`config.mk`:
```
export PLATFORM = sky130hd
export DESIGN_NAME = param_sync_fifo
export DESIGN_NICKNAME = d
export VERILOG_FILES = /design/src/rtl/param_sync_fifo.sv
export SDC_FILE = /design/constraint.sdc
export NUM_CORES = 1
export LEC_CHECK = 0
export BUFFER_PORTS_ARGS = -buffer_cell sky130_fd_sc_hd__buf_2
export CORE_MARGIN = 5
export CORE_UTILIZATION = 40
export CTS_BUF_LIST = sky130_fd_sc_hd__clkbuf_16
export CTS_CLUSTER_DIAMETER = 80
export DETAILED_ROUTE_END_ITERATION = 6
export PLACE_DENSITY = 0.63
export SYNTH_ARGS = -nofsm -noshare
export SYNTH_HDL_FRONTEND = slang
export SYNTH_SLANG_ARGS = --single-unit
```
`constraint.sdc`:
```
create_clock -name clk -period 4.1 [get_ports clk]
set_clock_uncertainty 0.2 [all_clocks]
set_input_delay 0.82 -clock clk [delete_from_list [all_inputs] [get_ports clk]]
set_output_delay 0.82 -clock clk [all_outputs]
set_load 0.005 [all_outputs]
```
`src/rtl/param_sync_fifo.sv`:
```
// param_sync_fifo: single-clock FIFO with configurable width and depth.
// The consumer pulls words with data_2_rd. All 2**ADDR_W entries are usable.
// The block reports its occupancy (level) and almost-full/almost-empty
// thresholds.
// Optional build macro FIFO_ERR_FLAGS_EN adds the sticky overflow and
// underflow outputs.
//
// Handshake: there is no ready signal.
//   - A write (data_1_en) is accepted when the FIFO is not full, or when a read
//     is accepted in the same cycle. Otherwise the write is dropped.
//   - A read (data_2_rd) is accepted when the FIFO is not empty. Otherwise the
//     read is ignored.
//   - The popped word appears on data_2 one clock after the accepted read,
//     qualified by a one-cycle data_2_valid pulse.
//   - Producers must stall on buffer_full/almost_full.
module param_sync_fifo #(
  parameter int DATA_W   = 16,
  parameter int ADDR_W   = 3,
  parameter int AF_LEVEL = 6,
  parameter int AE_LEVEL = 2
) (
  input  logic              clk,
  input  logic              rst_n,
  input  logic              data_1_en,
  input  logic [DATA_W-1:0] data_1,
  input  logic              data_2_rd,
  output logic              buffer_empty,
  output logic              buffer_full,
  output logic              almost_empty,
  output logic              almost_full,
  output logic [ADDR_W:0]   level,
  output logic              data_2_valid,
`ifdef FIFO_ERR_FLAGS_EN
  output logic              overflow,
  output logic              underflow,
`endif
  output logic [DATA_W-1:0] data_2
);

  // Thresholds sized to the level counter so comparisons stay width-matched.
  localparam logic [ADDR_W:0] DEPTH_LVL = {1'b1, {ADDR_W{1'b0}}};
  localparam logic [ADDR_W:0] AF_LVL    = AF_LEVEL[ADDR_W:0];
  localparam logic [ADDR_W:0] AE_LVL    = AE_LEVEL[ADDR_W:0];

  logic [DATA_W-1:0] mem [0:(1<<ADDR_W)-1];
  logic [ADDR_W-1:0] wr_ptr;
  logic [ADDR_W-1:0] rd_ptr;
  logic              wr_ok;
  logic              rd_ok;

  // Status flags depend on level only, so they follow the edge that moved it.
  assign buffer_empty = (level == '0);
  assign buffer_full  = (level == DEPTH_LVL);
  assign almost_empty = (level <= AE_LVL);
  assign almost_full  = (level >= AF_LVL);

  // A read frees a slot, so a write into a full FIFO may proceed alongside it.
  // There is no bypass: a write into an empty FIFO cannot satisfy a read in
  // the same cycle.
  assign rd_ok = data_2_rd & ~buffer_empty;
  assign wr_ok = data_1_en & (~buffer_full | rd_ok);

  // Storage write; contents are deliberately not cleared by reset.
  always_ff @(posedge clk) begin
    if (wr_ok) mem[wr_ptr] <= data_1;
  end

  // Pointers, occupancy and registered read port.
  always_ff @(posedge clk or negedge rst_n) begin
    if (!rst_n) begin
      wr_ptr       <= '0;
      rd_ptr       <= '0;
      level        <= '0;
      data_2       <= '0;
      data_2_valid <= 1'b0;
    end else begin
      data_2_valid <= rd_ok;
      if (wr_ok) wr_ptr <= wr_ptr + 1'b1;
      if (rd_ok) begin
        data_2 <= mem[rd_ptr];
        rd_ptr <= rd_ptr + 1'b1;
      end
      if (wr_ok && !rd_ok)      level <= level + 1'b1;
      else if (rd_ok && !wr_ok) level <= level - 1'b1;
    end
  end

`ifdef FIFO_ERR_FLAGS_EN
  // Sticky error flags for requests that were dropped; only reset clears them.
  always_ff @(posedge clk or negedge rst_n) begin
    if (!rst_n) begin
      overflow  <= 1'b0;
      underflow <= 1'b0;
    end else begin
      if (data_1_en && buffer_full && !rd_ok) overflow  <= 1'b1;
      if (data_2_rd && buffer_empty)          underflow <= 1'b1;
    end
  end
`endif

endmodule

```
Yosys cells after proc, flatten, opt, wreduce, memory -nomap -nowiden
Memories as Yosys holds them, arrays and structs flattened. A register that Yosys moved wholly into a read port is not among the register bits.
Index checks and enable logic that the tools add are counted.
- bits in writable memories: 128
- output and inout bits: 25
- input bits: 20
- flip-flop bits (word level): 11
- memories kept: 1
- word-level logic and storage cells: 28
- equal/unequal tests: 1
- mux-type cells: 4
- add/sub/neg operators: 4
- $lt $le $gt $ge: 2
- bitwise gates (word level): 5
- reduce and logical (&&, ||, !) cells: 7
- memories (memory ; depth ; width ; read ports ; clocked after Yosys merged registers in ; wr ports ; RTL line ; source):
    mem ; 8 ; 16 ; 1 ; 1 ; 1 ; 45 ; logic [DATA_W-1:0] mem [0:(1<<ADDR_W)-1];
- operators with widths (cell ; number):
    two-way mux 4 bit ; 2
    adder 3 x 1 -> 3 bit, second input constant ; 2
    adder 4 x 1 -> 4 bit, second input constant ; 1
    == test 4 bit, second input constant ; 1
    greater-or-equal comparator 4 x 3 -> 1 bit, second input constant ; 1
    less-or-equal comparator 4 x 2 -> 1 bit, second input constant ; 1
    logical NOT 4 bit ; 1
    subtractor 4 x 1 -> 4 bit, second input constant ; 1
    logical NOT 1 bit ; 3
    bitwise AND 1 bit ; 2
    logical AND 1 bit ; 2
    two-way mux 1 bit ; 2
    NOT 1 bit ; 2
    nonzero test 2 bit ; 1
    bitwise OR 1 bit ; 1

Logic depth before layout (Yosys ltp)
Gate-level depths: netlist of run 1.
- depth after elaboration: 9
- depth in mapped cells: 11
- gate-level depth less buffers: 10

Worst setup path before layout of run 1
No wires, ideal clock.
- kind: in2reg
- from: input port data_2_rd
- to: memory mem[0][0] (enable)
- stages on the path: 2
- path buffers: 0
- arrival time: 2.483 ns
- data required time: 3.470 ns
- setup slack: 0.987 ns
- path through: o21ai_4 nor4_1
- cells in the longest elaborated chain, start to end: 5
- RTL lines (item ; RTL line ; source):
    from (decl) ; 26 ; input logic data_2_rd,
    bitwise AND 1 bit ; 60 ; assign rd_ok = data_2_rd & ~buffer_empty;
    bitwise OR 1 bit ; 61 ; assign wr_ok = data_1_en & (~buffer_full | rd_ok);
    bitwise AND 1 bit ; 61 ;
    two-way mux 1 bit ; 65 ; if (wr_ok) mem[wr_ptr] <= data_1;
    two-way mux 1 bit (not written as such) ; 65 ;
    to (decl) ; 45 ;
No other way between the ends.

Worst setup path in the final report of run 1
- from: register level[1]
- to: register level[3]
- cells in the longest elaborated chain, start to end: 8
- RTL lines (item ; RTL line ; source):
    from (decl) ; 31 ; output logic [ADDR_W:0] level,
    from (signal assigned) ; 83 ; if (wr_ok && !rd_ok) level <= level + 1'b1;
    from (signal assigned) ; 84 ; else if (rd_ok && !wr_ok) level <= level - 1'b1;
    logical NOT 4 bit ; 52 ; assign buffer_empty = (level == '0);
    NOT 1 bit ; 60 ;
    bitwise AND 1 bit ; 60 ;
    bitwise OR 1 bit * ; 61 ;
    bitwise AND 1 bit * ; 61 ;
    named net wr_ok ; 48 ; logic wr_ok;
    logical NOT 1 bit ; 84 ;
    logical AND 1 bit ; 84 ;
    nonzero test 2 bit (no line) ; - ;
Mark *: on every way through the listed nets, which the timed path passes. The rest lies on a longest branch. The select of a mux whose other input is x is not followed.
A chain may end at the register's enable or synchronous reset.

==> results of run 1 <==
[cell families after synthesis]
group | after synthesis | share of synthesized area [%]
flops | 155 | 73.6
buf+inv | 22 | 2.10
simple gates | 48 | 3.52
xor+xnor | 6 | 0.856
mux | 66 | 11.4
fa+ha+maj | 6 | 1.34
compound gates | 58 | 7.15
[per-stage QoR]
stage | cell area [um2] | std cells | hold WS (ns) | setup WS (ns)
floorplan | 6140 | 361 | 0.279 | 0.987
global placement | 6610 | 585 | 0.265 | 0.998
detailed placement | 6610 | 585 | 0.271 | 0.808
CTS | 7190 | 617 | 0.275 | 0.813
global route | 7190 | 617 | 0.308 | 0.536
finish | 7190 | 617 | 0.264 | 0.841
[cell usage in the layout, fill, tap and decap left out, drive strengths merged, types with 16 or more instances in the layout]
cell and instances:
edfxtp 128, buf 54, mux2i 33, mux2 33, nand2 30, dfrtp 27
o21ai 19, clkbuf 17, o22ai 16, a221o 16
[layout make-up]
cell class,count,area (um2)
Clock buffer,17,425
Clock inverter,15,159
Fill cell,1254,7960
Inverter,4,17.5
Multi-Input combinational cell,184,1520
Sequential cell,155,4520
Tap cell,188,235
Timing Repair Buffer,54,308
[metal layers]
metal | track usage [%] | wire length (um) | up-vias
li1 | - | - | 1525
met1 | 19.1 | 5620 | 1653
met2 | 22.8 | 5660 | 80
met3 | 4.39 | 580 | 12
met4 | 4.80 | 153 | 0
met5 | 0 | 0 | -
[worst paths after layout]
kind                            startpoint    endpoint  slack, ns  cells past startpoint
worst min-delay path                 rst_n    level[2]       0.26                      1
max in group asynchronous            rst_n   rd_ptr[0]       2.92                      1
worst min register to register  data_2[15]  data_2[15]       0.28                      2
min in group clk                data_2[15]  data_2[15]       0.28                      2
worst max-delay path              level[1]    level[3]       0.84                      9
worst max register to register    level[1]    level[3]       0.84                      9
[registers in the layout, summed over array words and instances, names as in the netlist]
name,count
data_2,16
data_2_valid,1
level,4
mem,128
rd_ptr,3
wr_ptr,3
[power groups by stage]
stage                     clock [mW]  sequential, mW  combinational, mW
after floorplan                    0            2.22               1.08
after global placement             0            2.27               1.47
after detailed placement           0            2.30               1.49
after CTS                       1.57            2.27               1.50
after global routing            1.65            2.31               1.61
final                           1.54            2.26               1.48
==> impl_metrics.toml, run 1 <==
[power]
peakVddDrop_mv = 0.666
leakage_nw = 2.64
intPower_mw = 3.66
p_comb_share_pct = 28.0
p_seq_share_pct = 42.9
power_switching_mw = 1.61
clkPwrFrac_pct = 29.1
p_per_area_nw_per_um2 = 733
switching_share_pct = 30.6
power.total_mw = 5.27

[floorplan]
core_um2 = 15100
boundaryPins = 45
die_w_um = 134
dieArea_um2 = 17900
start_util_pct = 40.5
die_y_um = 134
fp-row-count = 45

[sta]
drv_slew = 0
tns_ns = 0
rsz0062_at_grt = "no"
worstMarginPinSlew_ns = 1.05
hold_viol = 0
slew_headroom_pct = 30.0
setup_violations = 0
max_freq_mhz = 307
fin_crit_sh_pct = 79.5
layout_min_cycle_time_ns = 3.26

[synth]
netlist_instances = 361
synth_seq_area_share_pct = 73.6
syn-num-nets = 387
synthTopCellsByArea = "edfxtp_1, dfrtp_1, mux2_2"
yosys_warnings = 0
synth_enable_flop_cells = 128
async_flop_share_pct = 17.4
synth-seq-cells = 155
post-synth-top-area-cell = "edfxtp_1"
synth_top_area_share_pct = 62.6
yosysMostFrequentCell = "edfxtp_1"
avgSynthCellArea_um2 = 17.0
synthTopCellsByCount = "edfxtp_1, mux2i_1, mux2_2, nand2_1, dfrtp_1"
netlist_area_um2 = 6140
synth_top_flop_cell = "edfxtp_1"
synth_cell_types = 35

[clock_tree]
cts_buffers = 17
path_clk_slew_ns = 0.06
hold_buffers = 0
worstSkewPairLatency_ns = 0.42
cts_resized = 0
cts_root_buf = "clkbuf_16"
clkSinkCount = 155
htreeDepth = 4
cts_tree = "done"
clk_path_buf_depth = 2
cts_setup_buffers = 0

[outcome]
status = "finished clean"

[route]
dr.pass1.iters = 4
drcViolationCount = 0
drt_iter0_drc = 163
postRouteAntennaNets = 0
vias = 3270
totalWireLength_um = 12000
vias_per_cell = 5.30
wire_per_inst_um = 19.5

[setup_path]
cp_top_family = "compound AO/OA/AOI/OAI gates"
crit_arrival_ns = 3.35
path_buf_inv = 2
critPathKind = "flip-flop to flip-flop"
critPathRequiredTime_ns = 4.19
cp_cell_sequence = "or4b_4 > o21ai_4 > inv_4 > ha_1 > inv_1 > ha_1 > a21o_1 > a2111oi_0 > o31ai_1"
critPathLaunchType = "flip-flop"
cp-end-kind = "flip-flop"
slowest_delay_ns = 0.58
slowest_stage = "or4b_4"
worst_path_most_repeated_cell = "ha_1"
cp_max_fo = 9

[placed_design]
io_buffers = 44
hpwl_um = 6860
gp_congestion = 0.699

[finish]
drive_gt1_share_pct = 29.8
area_growth_pct = 17.1
fin_nets = 442
diodes = 0
postLayoutCoreUtil_pct = 47.5

[global_routing]
grt-ovfl-total = 0
antenna_found_initial = 0
grt_pass1_wl_um = 19200
grt_pass1_vias = 3342
track_usage_pct = 14.4
grt_max_degree = 50

[run]
maxCapViolCount = 0

[hold_path]
hp-class = "primary input to asynchronous set/reset pin"
(Power assumes the default switching activity.)
==> run 2: changes to the inputs <==
==> constraint.sdc (replaced) <==
create_clock -name clk -period 3.1 [get_ports clk]
set_clock_uncertainty 0.2 [all_clocks]
set_input_delay 0.62 -clock clk [delete_from_list [all_inputs] [get_ports clk]]
set_output_delay 0.62 -clock clk [all_outputs]
set_load 0.005 [all_outputs]
==> run 2 against run 1 <==
Compared with the run above:
- sequential share of layout area down 0.76 points
- first-iteration DRC count up 21%
- utilization up 0.58 points
- largest cell class unchanged
==> impl_metrics.toml, run 2 (synthesized netlist as in run 1, its figures left out) <==
[clock_tree]
cts_setup_buffers = 0
path_clk_slew_ns = 0.06
clk_path_buf_depth = 2
worstSkewPairLatency_ns = 0.41
clkSinkCount = 155
htreeDepth = 4
cts_root_buf = "clkbuf_16"
cts_buffers = 17
cts_tree = "done"

[finish]
fillers = 1273
diodes = 0
largest_reg_flops = 128
final_common_cell = "edfxtp_1"
top_register = "mem"
reg_top3 = "mem x128, data_2 x16, level x4"
postLayoutCoreUtil_pct = 48.0
fin_nets = 453
area_growth_pct = 18.5
layout_common_cells = "edfxtp_1, buf_2, mux2i_1, mux2_2, nand2_1"
drive_gt1_share_pct = 31.4

[route]
drcViolationCount = 0
vias = 3258
postRouteAntennaNets = 0
wire_per_inst_um = 19.4
totalWireLength_um = 12100
drt_iter0_drc = 198
dr.pass1.iters = 4
vias_per_cell = 5.20

[setup_path]
cp-end-kind = "flip-flop"
crit_arrival_ns = 3.03
critPathRequiredTime_ns = 3.19
critPathKind = "flip-flop to flip-flop"
critPathLaunchType = "flip-flop"
cp_max_fo = 5

[sta]
hold_viol = 0
slew_headroom_pct = 36.2
drv_slew = 0
fin_worst_hold_slack_ns = 0.0690
setup_violations = 0
worstMarginPinSlew_ns = 0.951
tns_ns = 0
fin_crit_sh_pct = 95.0
rsz0062_at_grt = "no"
fin_ws_ns = 0.155
max_freq_mhz = 340
layout_min_cycle_time_ns = 2.95

[hold_path]
hp-class = "primary input to asynchronous set/reset pin"

[power]
peakVddDrop_mv = 0.479
p_per_area_nw_per_um2 = 981
leakage_nw = 2.70

[floorplan]
core_um2 = 15100
boundaryPins = 45
fp-row-count = 45
dieArea_um2 = 17900
die_w_um = 134
start_util_pct = 40.5
die_y_um = 134

[global_routing]
antenna_found_initial = 0
grt_pass1_wl_um = 19500
track_usage_pct = 14.5
grt_pass1_vias = 3472
grt-ovfl-total = 0
grt_max_degree = 36

[run]
maxCapViolCount = 0

[placed_design]
gp_congestion = 0.688
hpwl_um = 7260
post-place-ws_ns = 0.133
io_buffers = 44

[outcome]
status = "finished clean"
[run 2: cell count changes in the layout (fill, tap and decap cells not counted), sizes merged]
cell,before,now
clkinv,4,7
buf,54,65
bufinv,3,4
clkinvlp,4,2
inv,8,5
[run 2: through the flow]
step / power, mW / std cells / instance area (um2)
after floorplan: 4.37 / 361 / 6140
after global placement: 5.03 / 596 / 6670
after detailed placement: 5.09 / 596 / 6670
after CTS: 7.21 / 627 / 7280
after global routing: 7.54 / 627 / 7280
final: 7.14 / 627 / 7280
[run 2: worst max-delay path, cell delays in order, from the launching register on]
cell and delay [ns]:
dfrtp_1 0.38, or4b_4 0.56, o21ai_4 0.18, inv_4 0.06, ha_1 0.24, inv_1 0.17, ha_1 0.27, a21o_1 0.22
a2111oi_1 0.41, o31ai_1 0.14
[run 2: area by class of cell]
type / count / area, um2 / share of cell area [%]
well taps: 188 / 235 / 3.23
clock buffers: 17 / 425 / 5.85
inverters: 4 / 17.5 / 0.241
flip-flops and latches: 155 / 4520 / 62.1
repair buffers: 65 / 378 / 5.19
clock inverters: 14 / 180 / 2.48
multi-input cells: 184 / 1520 / 20.9
[run 2: timing repair]
action	CTS	global route
gates resized for setup	0	1
setup endpoints to repair	0	1
hold buffers	0	0
[run 2: final timing paths]
check / from / to / slack (ns) / cells past startpoint
worst max-delay path: level[2] / level[3] / 0.15 / 9
worst min-delay path: rst_n / data_2[4] / 0.07 / 1
worst max register to register: level[2] / level[3] / 0.15 / 9
worst min register to register: data_2[7] / data_2[7] / 0.28 / 2
max in group asynchronous: rst_n / rd_ptr[0] / 2.11 / 1
min in group clk: data_1[7] / mem[5][7] / 0.27 / 1
[run 2: where the power goes]
part	total, mW	internal, mW	switching (mW)	leakage (nW)
combinational	2.12	0.959	1.16	0.917
sequential	2.91	2.70	0.208	1.48
clock	2.11	1.33	0.780	0.297
total	7.14	4.99	2.15	2.70
[run 2: layer usage]
layer  vias to the layer above  routed length, um  global-route usage, %
met1                      1639               5940                   19.7
met2                        63               5630                   22.9
met4                         0                166                   5.49
met5                         -                  0                      0
li1                       1543                  -                      -
met3                        13                404                   3.34
